### src/rtl/window_sequencer_if.sv
// Handshake bundle between the window sequencer and its pixel datapath.
// The sequencer owns the master side; the datapath owns the slave side.
interface window_sequencer_if #(
   parameter int KSIZE = 3,
   parameter int IMG_W = 64,
   parameter int IMG_H = 48
);
   localparam int TW = $clog2(KSIZE);
   localparam int XW = $clog2(IMG_W);
   localparam int YW = $clog2(IMG_H);

   logic          start;
   logic          abort;
   logic          param_done;
   logic          read_data_done;
   logic          load_done;
   logic          calc_done;
   logic          write_done;
   logic          load_initial;
   logic          start_read;
   logic          start_load;
   logic          start_shift;
   logic          start_calc;
   logic          start_write;
   logic [TW-1:0] tap_row;
   logic [TW-1:0] tap_col;
   logic [XW-1:0] win_x;
   logic [YW-1:0] win_y;
   logic          busy;
   logic          done;

   modport master (
      input  start, abort,
      input  param_done, read_data_done,
      input  load_done, calc_done, write_done,
      output load_initial, start_read,
      output start_load, start_shift,
      output start_calc, start_write,
      output tap_row, tap_col,
      output win_x, win_y,
      output busy, done
   );

   modport slave (
      output start, abort,
      output param_done, read_data_done,
      output load_done, calc_done, write_done,
      input  load_initial, start_read,
      input  start_load, start_shift,
      input  start_calc, start_write,
      input  tap_row, tap_col,
      input  win_x, win_y,
      input  busy, done
   );
endinterface

### src/rtl/window_sequencer.sv
// Sliding-window frame sequencer: walks a KSIZE x KSIZE window over the
// image, fetching taps and issuing calc/write requests per position.
module window_sequencer #(
   parameter int KSIZE = 3,
   parameter int IMG_W = 64,
   parameter int IMG_H = 48
) (
   input logic clk,
   input logic rst,
   window_sequencer_if.master bus
);
   localparam int TW = $clog2(KSIZE);
   localparam int XW = $clog2(IMG_W);
   localparam int YW = $clog2(IMG_H);

   localparam logic [TW-1:0] T_MAX = TW'(KSIZE - 1);
   localparam logic [XW-1:0] X_MAX = XW'(IMG_W - KSIZE);
   localparam logic [YW-1:0] Y_MAX = YW'(IMG_H - KSIZE);

   typedef enum logic [3:0] {
      IDLE,
      PARAM_REQ,
      PARAM_WAIT,
      RD_REQ,
      RD_WAIT,
      LD_REQ,
      LD_WAIT,
      CALC_REQ,
      CALC_WAIT,
      WR_REQ,
      WR_WAIT,
      ADV
   } state_t;

   state_t        state_q, state_d;
   logic [TW-1:0] row_q, row_d;
   logic [TW-1:0] col_q, col_d;
   logic [XW-1:0] x_q, x_d;
   logic [YW-1:0] y_q, y_d;
   logic          shift_q, shift_d;
   logic          last_tap;

   // Shift loads pin col to T_MAX, so one test covers both load kinds.
   assign last_tap = (row_q == T_MAX) && (col_q == T_MAX);

   always_ff @(posedge clk) begin
      if (rst) begin
         state_q <= IDLE;
         row_q   <= '0;
         col_q   <= '0;
         x_q     <= '0;
         y_q     <= '0;
         shift_q <= 1'b0;
      end else begin
         state_q <= state_d;
         row_q   <= row_d;
         col_q   <= col_d;
         x_q     <= x_d;
         y_q     <= y_d;
         shift_q <= shift_d;
      end
   end

   always_comb begin
      state_d          = state_q;
      row_d            = row_q;
      col_d            = col_q;
      x_d              = x_q;
      y_d              = y_q;
      shift_d          = shift_q;
      bus.load_initial = 1'b0;
      bus.start_read   = 1'b0;
      bus.start_load   = 1'b0;
      bus.start_shift  = 1'b0;
      bus.start_calc   = 1'b0;
      bus.start_write  = 1'b0;
      bus.done         = 1'b0;

      if (bus.abort && state_q != IDLE) begin
         // Abort suppresses this cycle's pulses and drops the frame.
         state_d = IDLE;
         row_d   = '0;
         col_d   = '0;
         x_d     = '0;
         y_d     = '0;
         shift_d = 1'b0;
      end else begin
         unique case (state_q)
            IDLE: begin
               if (bus.start && !bus.abort)
                  state_d = PARAM_REQ;
            end
            PARAM_REQ: begin
               bus.load_initial = 1'b1;
               state_d = PARAM_WAIT;
            end
            PARAM_WAIT: begin
               if (bus.param_done) begin
                  state_d = RD_REQ;
                  row_d   = '0;
                  col_d   = '0;
                  x_d     = '0;
                  y_d     = '0;
                  shift_d = 1'b0;
               end
            end
            RD_REQ: begin
               bus.start_read = 1'b1;
               state_d = RD_WAIT;
            end
            RD_WAIT: begin
               if (bus.read_data_done)
                  state_d = LD_REQ;
            end
            LD_REQ: begin
               bus.start_load = 1'b1;
               state_d = LD_WAIT;
            end
            LD_WAIT: begin
               if (bus.load_done) begin
                  if (last_tap) begin
                     state_d = CALC_REQ;
                  end else begin
                     state_d = RD_REQ;
                     if (shift_q || col_q == T_MAX) begin
                        row_d = row_q + 1'b1;
                        if (!shift_q)
                           col_d = '0;
                     end else begin
                        col_d = col_q + 1'b1;
                     end
                  end
               end
            end
            CALC_REQ: begin
               bus.start_calc = 1'b1;
               state_d = CALC_WAIT;
            end
            CALC_WAIT: begin
               if (bus.calc_done)
                  state_d = WR_REQ;
            end
            WR_REQ: begin
               bus.start_write = 1'b1;
               state_d = WR_WAIT;
            end
            WR_WAIT: begin
               if (bus.write_done)
                  state_d = ADV;
            end
            ADV: begin
               if (x_q < X_MAX) begin
                  bus.start_shift = 1'b1;
                  state_d = RD_REQ;
                  x_d     = x_q + 1'b1;
                  shift_d = 1'b1;
                  row_d   = '0;
                  col_d   = T_MAX;
               end else if (y_q < Y_MAX) begin
                  state_d = RD_REQ;
                  x_d     = '0;
                  y_d     = y_q + 1'b1;
                  shift_d = 1'b0;
                  row_d   = '0;
                  col_d   = '0;
               end else begin
                  bus.done = 1'b1;
                  state_d  = IDLE;
                  x_d      = '0;
                  y_d      = '0;
                  shift_d  = 1'b0;
                  row_d    = '0;
                  col_d    = '0;
               end
            end
            default: state_d = IDLE;
         endcase
      end
   end

   assign bus.busy    = (state_q != IDLE);
   assign bus.tap_row = row_q;
   assign bus.tap_col = col_q;
   assign bus.win_x   = x_q;
   assign bus.win_y   = y_q;
endmodule
### src/flat_wrapper.sv
// flat-port wrapper written by rule: the top's interface ports become plain ports
module window_sequencer_flat 
#(
   parameter int KSIZE = 3,
   parameter int IMG_W = 64,
   parameter int IMG_H = 48
)
  (clk, rst, bus_start, bus_abort, bus_param_done, bus_read_data_done, bus_load_done, bus_calc_done, bus_write_done, bus_load_initial, bus_start_read, bus_start_load, bus_start_shift, bus_start_calc, bus_start_write, bus_tap_row, bus_tap_col, bus_win_x, bus_win_y, bus_busy, bus_done);
  window_sequencer_if #(.KSIZE(KSIZE), .IMG_W(IMG_W), .IMG_H(IMG_H)) bus_i ();
  input logic clk;
  input logic rst;
  input wire logic [$bits(bus_i.start)-1:0] bus_start;
  input wire logic [$bits(bus_i.abort)-1:0] bus_abort;
  input wire logic [$bits(bus_i.param_done)-1:0] bus_param_done;
  input wire logic [$bits(bus_i.read_data_done)-1:0] bus_read_data_done;
  input wire logic [$bits(bus_i.load_done)-1:0] bus_load_done;
  input wire logic [$bits(bus_i.calc_done)-1:0] bus_calc_done;
  input wire logic [$bits(bus_i.write_done)-1:0] bus_write_done;
  output wire logic [$bits(bus_i.load_initial)-1:0] bus_load_initial;
  output wire logic [$bits(bus_i.start_read)-1:0] bus_start_read;
  output wire logic [$bits(bus_i.start_load)-1:0] bus_start_load;
  output wire logic [$bits(bus_i.start_shift)-1:0] bus_start_shift;
  output wire logic [$bits(bus_i.start_calc)-1:0] bus_start_calc;
  output wire logic [$bits(bus_i.start_write)-1:0] bus_start_write;
  output wire logic [$bits(bus_i.tap_row)-1:0] bus_tap_row;
  output wire logic [$bits(bus_i.tap_col)-1:0] bus_tap_col;
  output wire logic [$bits(bus_i.win_x)-1:0] bus_win_x;
  output wire logic [$bits(bus_i.win_y)-1:0] bus_win_y;
  output wire logic [$bits(bus_i.busy)-1:0] bus_busy;
  output wire logic [$bits(bus_i.done)-1:0] bus_done;
  assign bus_i.start = bus_start;
  assign bus_i.abort = bus_abort;
  assign bus_i.param_done = bus_param_done;
  assign bus_i.read_data_done = bus_read_data_done;
  assign bus_i.load_done = bus_load_done;
  assign bus_i.calc_done = bus_calc_done;
  assign bus_i.write_done = bus_write_done;
  assign bus_load_initial = bus_i.load_initial;
  assign bus_start_read = bus_i.start_read;
  assign bus_start_load = bus_i.start_load;
  assign bus_start_shift = bus_i.start_shift;
  assign bus_start_calc = bus_i.start_calc;
  assign bus_start_write = bus_i.start_write;
  assign bus_tap_row = bus_i.tap_row;
  assign bus_tap_col = bus_i.tap_col;
  assign bus_win_x = bus_i.win_x;
  assign bus_win_y = bus_i.win_y;
  assign bus_busy = bus_i.busy;
  assign bus_done = bus_i.done;
  window_sequencer #(.KSIZE(KSIZE), .IMG_W(IMG_W), .IMG_H(IMG_H)) u_core (.clk(clk), .rst(rst), .bus(bus_i));
endmodule
### config.mk
export PLATFORM = sky130hd
export DESIGN_NAME = window_sequencer_flat
export DESIGN_NICKNAME = d
export VERILOG_FILES = /design/src/rtl/window_sequencer_if.sv /design/src/rtl/window_sequencer.sv /design/src/flat_wrapper.sv
export SDC_FILE = /design/constraint.sdc
export NUM_CORES = 1
export LEC_CHECK = 0
export CAP_MARGIN = 25
export CORE_MARGIN = 5
export CORE_UTILIZATION = 30
export CTS_CLUSTER_DIAMETER = 200
export DETAILED_ROUTE_END_ITERATION = 10
export GPL_TIMING_DRIVEN = 0
export SYNTH_ARGS = -nofsm -noshare
export SYNTH_HDL_FRONTEND = slang
export SYNTH_SLANG_ARGS = --single-unit
### constraint.sdc
create_clock -name clk -period 2.75 [get_ports clk]
set_input_delay 0.275 -clock clk [delete_from_list [all_inputs] [get_ports clk]]
set_output_delay 0.275 -clock clk [all_outputs]
set_load 0.1 [all_outputs]
==> flow_summary.json <==
{
  "netlist_instances": 164,
  "grt_util_all_layers_pct": 12.4,
  "p_seq_share_pct": 35.0,
  "numCtsBuffers": 3,
  "fin_util_pct": 41.8,
  "dieArea_um2": 6020,
  "io_buffers": 32,
  "clkTransAtPathRegs_ns": 0.08,
  "syn_area_per_cell_um2": 8.35,
  "grt_overflow": 0,
  "critPathMaxFanout": 10,
  "swShare_pct": 43.5,
  "total_power_uw": 991,
  "ios": 33,
  "clock_path_buffers": 2,
  "cts_tree": "yes",
  "wirelength_mm": 3.69,
  "root_buffer": "clkbuf_8",
  "setup_violations": 0,
  "pwr-share-clk_pct": 21.0,
  "tightest_slew_ns": 0.978,
  "antenna_found_initial": 0,
  "post_cts_buffers": 0,
  "min_path_type": "reg -> reg",
  "pwr-share-comb_pct": 44.0,
  "cts.repair.resized": 8,
  "diodes": 0,
  "fin_crit_sh_pct": 92.5,
  "p_int_uw": 560,
  "max_freq_mhz": 393,
  "start_util_pct": 31.2,
  "period_needed_ns": 2.54,
  "yosysWarnings": 0,
  "max_slew_margin_pct": 34.7,
  "async_flop_share_pct": 0,
  "clock_latency_ns": 0.26,
  "crit_arrival_ns": 2.27,
  "dp.cells": 248,
  "ir_drop_mv": 0.282,
  "place.gp.congestion": 0.771,
  "nNetsFinal": 216,
  "switchingPower_uw": 431,
  "drcViolationCount": 0,
  "endpoint_kind": "output port",
  "skew_ns": 0.00378,
  "path_class": "reg -> out",
  "syn-num-nets": 179,
  "cp_data_required_time_ns": 2.48,
  "p_leak_nw": 0.670,
  "slew_violations": 0,
  "first_pass_iters": 4,
  "ys_ff_latch": 21,
  "num_vias": 1371,
  "ant_nets": 0,
  "hold_viol_final": 0,
  "max_cap_violations": 0,
  "rsz0062_at_grt": "false",
  "dp.final_hpwl_mm": 2.74,
  "fp.coreArea_um2": 4380,
  "synthToLayoutAreaGrowth_pct": 33.6,
  "synth_seq_area_share_pct": 30.7,
  "status": "completed",
  "post_drt_wl_per_cell_um": 14.6,
  "syn-cell-area_um2": 1370,
  "start_kind": "register",
  "grt_pass1_vias": 1322,
  "cts_sinks": 21,
  "drt_iter0_drc": 45,
  "die_h_um": 77.6,
  "grt_pass1_wl_mm": 6.27,
  "p_per_area_nw_per_um2": 541,
  "ys.flop_type": "dfxtp_1",
  "cts_hold_buf": 0,
  "synth_cell_type_count": 56,
  "avgViaCountPerCell": 5.44,
  "drive_gt1_share_pct": 15.0,
  "htree_levels": 1,
  "final_cells": 252,
  "synth-edff-count": 0,
  "rows": 24,
  "die_w_um": 77.6,
  "grt_start_max_net_pins": 12
}
## path summary, 6_finish.rpt
kind / slack, ns / end / cells past startpoint / startpoint
worst max register to register: 0.69 / u_core.bus.win_y[0] / 5 / u_core.state_q[0]
worst max-delay path: 0.21 / bus_busy / 3 / u_core.state_q[3]
worst min-delay path: 0.48 / u_core.bus.win_y[5] / 2 / u_core.bus.win_y[5]
worst min register to register: 0.48 / u_core.bus.win_y[5] / 2 / u_core.bus.win_y[5]
## power by group through the flow
stage | Combinational [mW] | Sequential [mW] | Clock (mW)
global route | 0.467 | 0.351 | 0.230
detailed placement | 0.439 | 0.354 | 0
finish | 0.436 | 0.347 | 0.208
global placement | 0.438 | 0.354 | 0
floorplan | 0.291 | 0.393 | 0
CTS | 0.439 | 0.347 | 0.218
## Yosys cell counts, types with 4 or more instances
library cell | count | area (um^2)
buf_2 | 5 | 25.0
nand2_1 | 10 | 37.5
inv_1 | 11 | 41.3
nand3_1 | 7 | 35.0
a211oi_1 | 4 | 30.0
nor3_1 | 6 | 30.0
nor2_1 | 8 | 30.0
ha_1 | 6 | 75.1
nand2b_1 | 4 | 25.0
a311oi_1 | 5 | 43.8
dfxtp_1 | 21 | 420
o21ai_0 | 6 | 30.0
a21oi_1 | 12 | 60.1
## metal layers
layer / vias up / wire length [um] / global-route usage [%]
met4: 0 / 41 / 3.26
met3: 6 / 189 / 4.05
met2: 41 / 1650 / 19.3
met5: - / 0 / 0
li1: 703 / - / -
met1: 621 / 1810 / 16.4
## cell usage in the layout, fill, tap and decap left out, drive strengths merged, types with 5 or more instances in the layout
cell type | synthesis | final
nand2 | 10 | 10
nor3 | 6 | 6
ha | 6 | 6
nor2 | 8 | 8
a21oi | 12 | 12
a311oi | 5 | 5
or4 | 5 | 5
clkdlybuf4s50 | 0 | 25
a211oi | 5 | 5
clkbuf | 2 | 6
buf | 6 | 7
inv | 11 | 11
nand3 | 7 | 7
o21ai | 6 | 6
dfxtp | 21 | 21
## registers in the layout, summed over array words and instances, names as in the netlist
| name | cells |
|---|---|
| u_core.bus.win_x | 6 |
| u_core.bus.tap_row | 2 |
| u_core.shift_q | 1 |
| u_core.state_q | 4 |
| u_core.bus.tap_col | 2 |
| u_core.bus.win_y | 6 |
## stage by stage
step	worst slack (ns)	setup TNS [ns]	hold WS [ns]	instance area [um^2]
3_3_place_gp	-0.127	-0.215	0.464	1780
4_1_cts	0.0348	0	0.485	1830
2_1_floorplan	-1.00	-1.00	0.482	1400
5_1_grt	0.0658	0	0.519	1830
3_5_place_dp	-0.127	-0.214	0.470	1780
6_report	0.206	0	0.477	1830
## kinds of logic after synthesis
logic type / count (synthesis) / share of synthesized area [%]
DFF: 21 / 30.7
muxes: 4 / 3.20
and+or+nand+nor: 65 / 28.9
buffers and inverters: 19 / 5.94
xor gates and xnor gates: 1 / 0.639
AOI/OAI and AO/OA: 48 / 25.2
adders and majority gates: 6 / 5.48
## worst max-delay path, stage by stage (launching register included)
cell and delay (ns):
dfxtp_1 0.36, buf_2 0.20, or4_1 0.45, clkdlybuf4s50_1 1.00
## layout make-up
type,count,area [um^2]
fill,447,2550
multi-input combinational,124,893
sequential,21,420
timing repair buffer,32,325
tap,52,65.1
clock buffer,4,45.0
inverter,11,41.3
buffer,8,40.0
(Power assumes the default switching activity.)
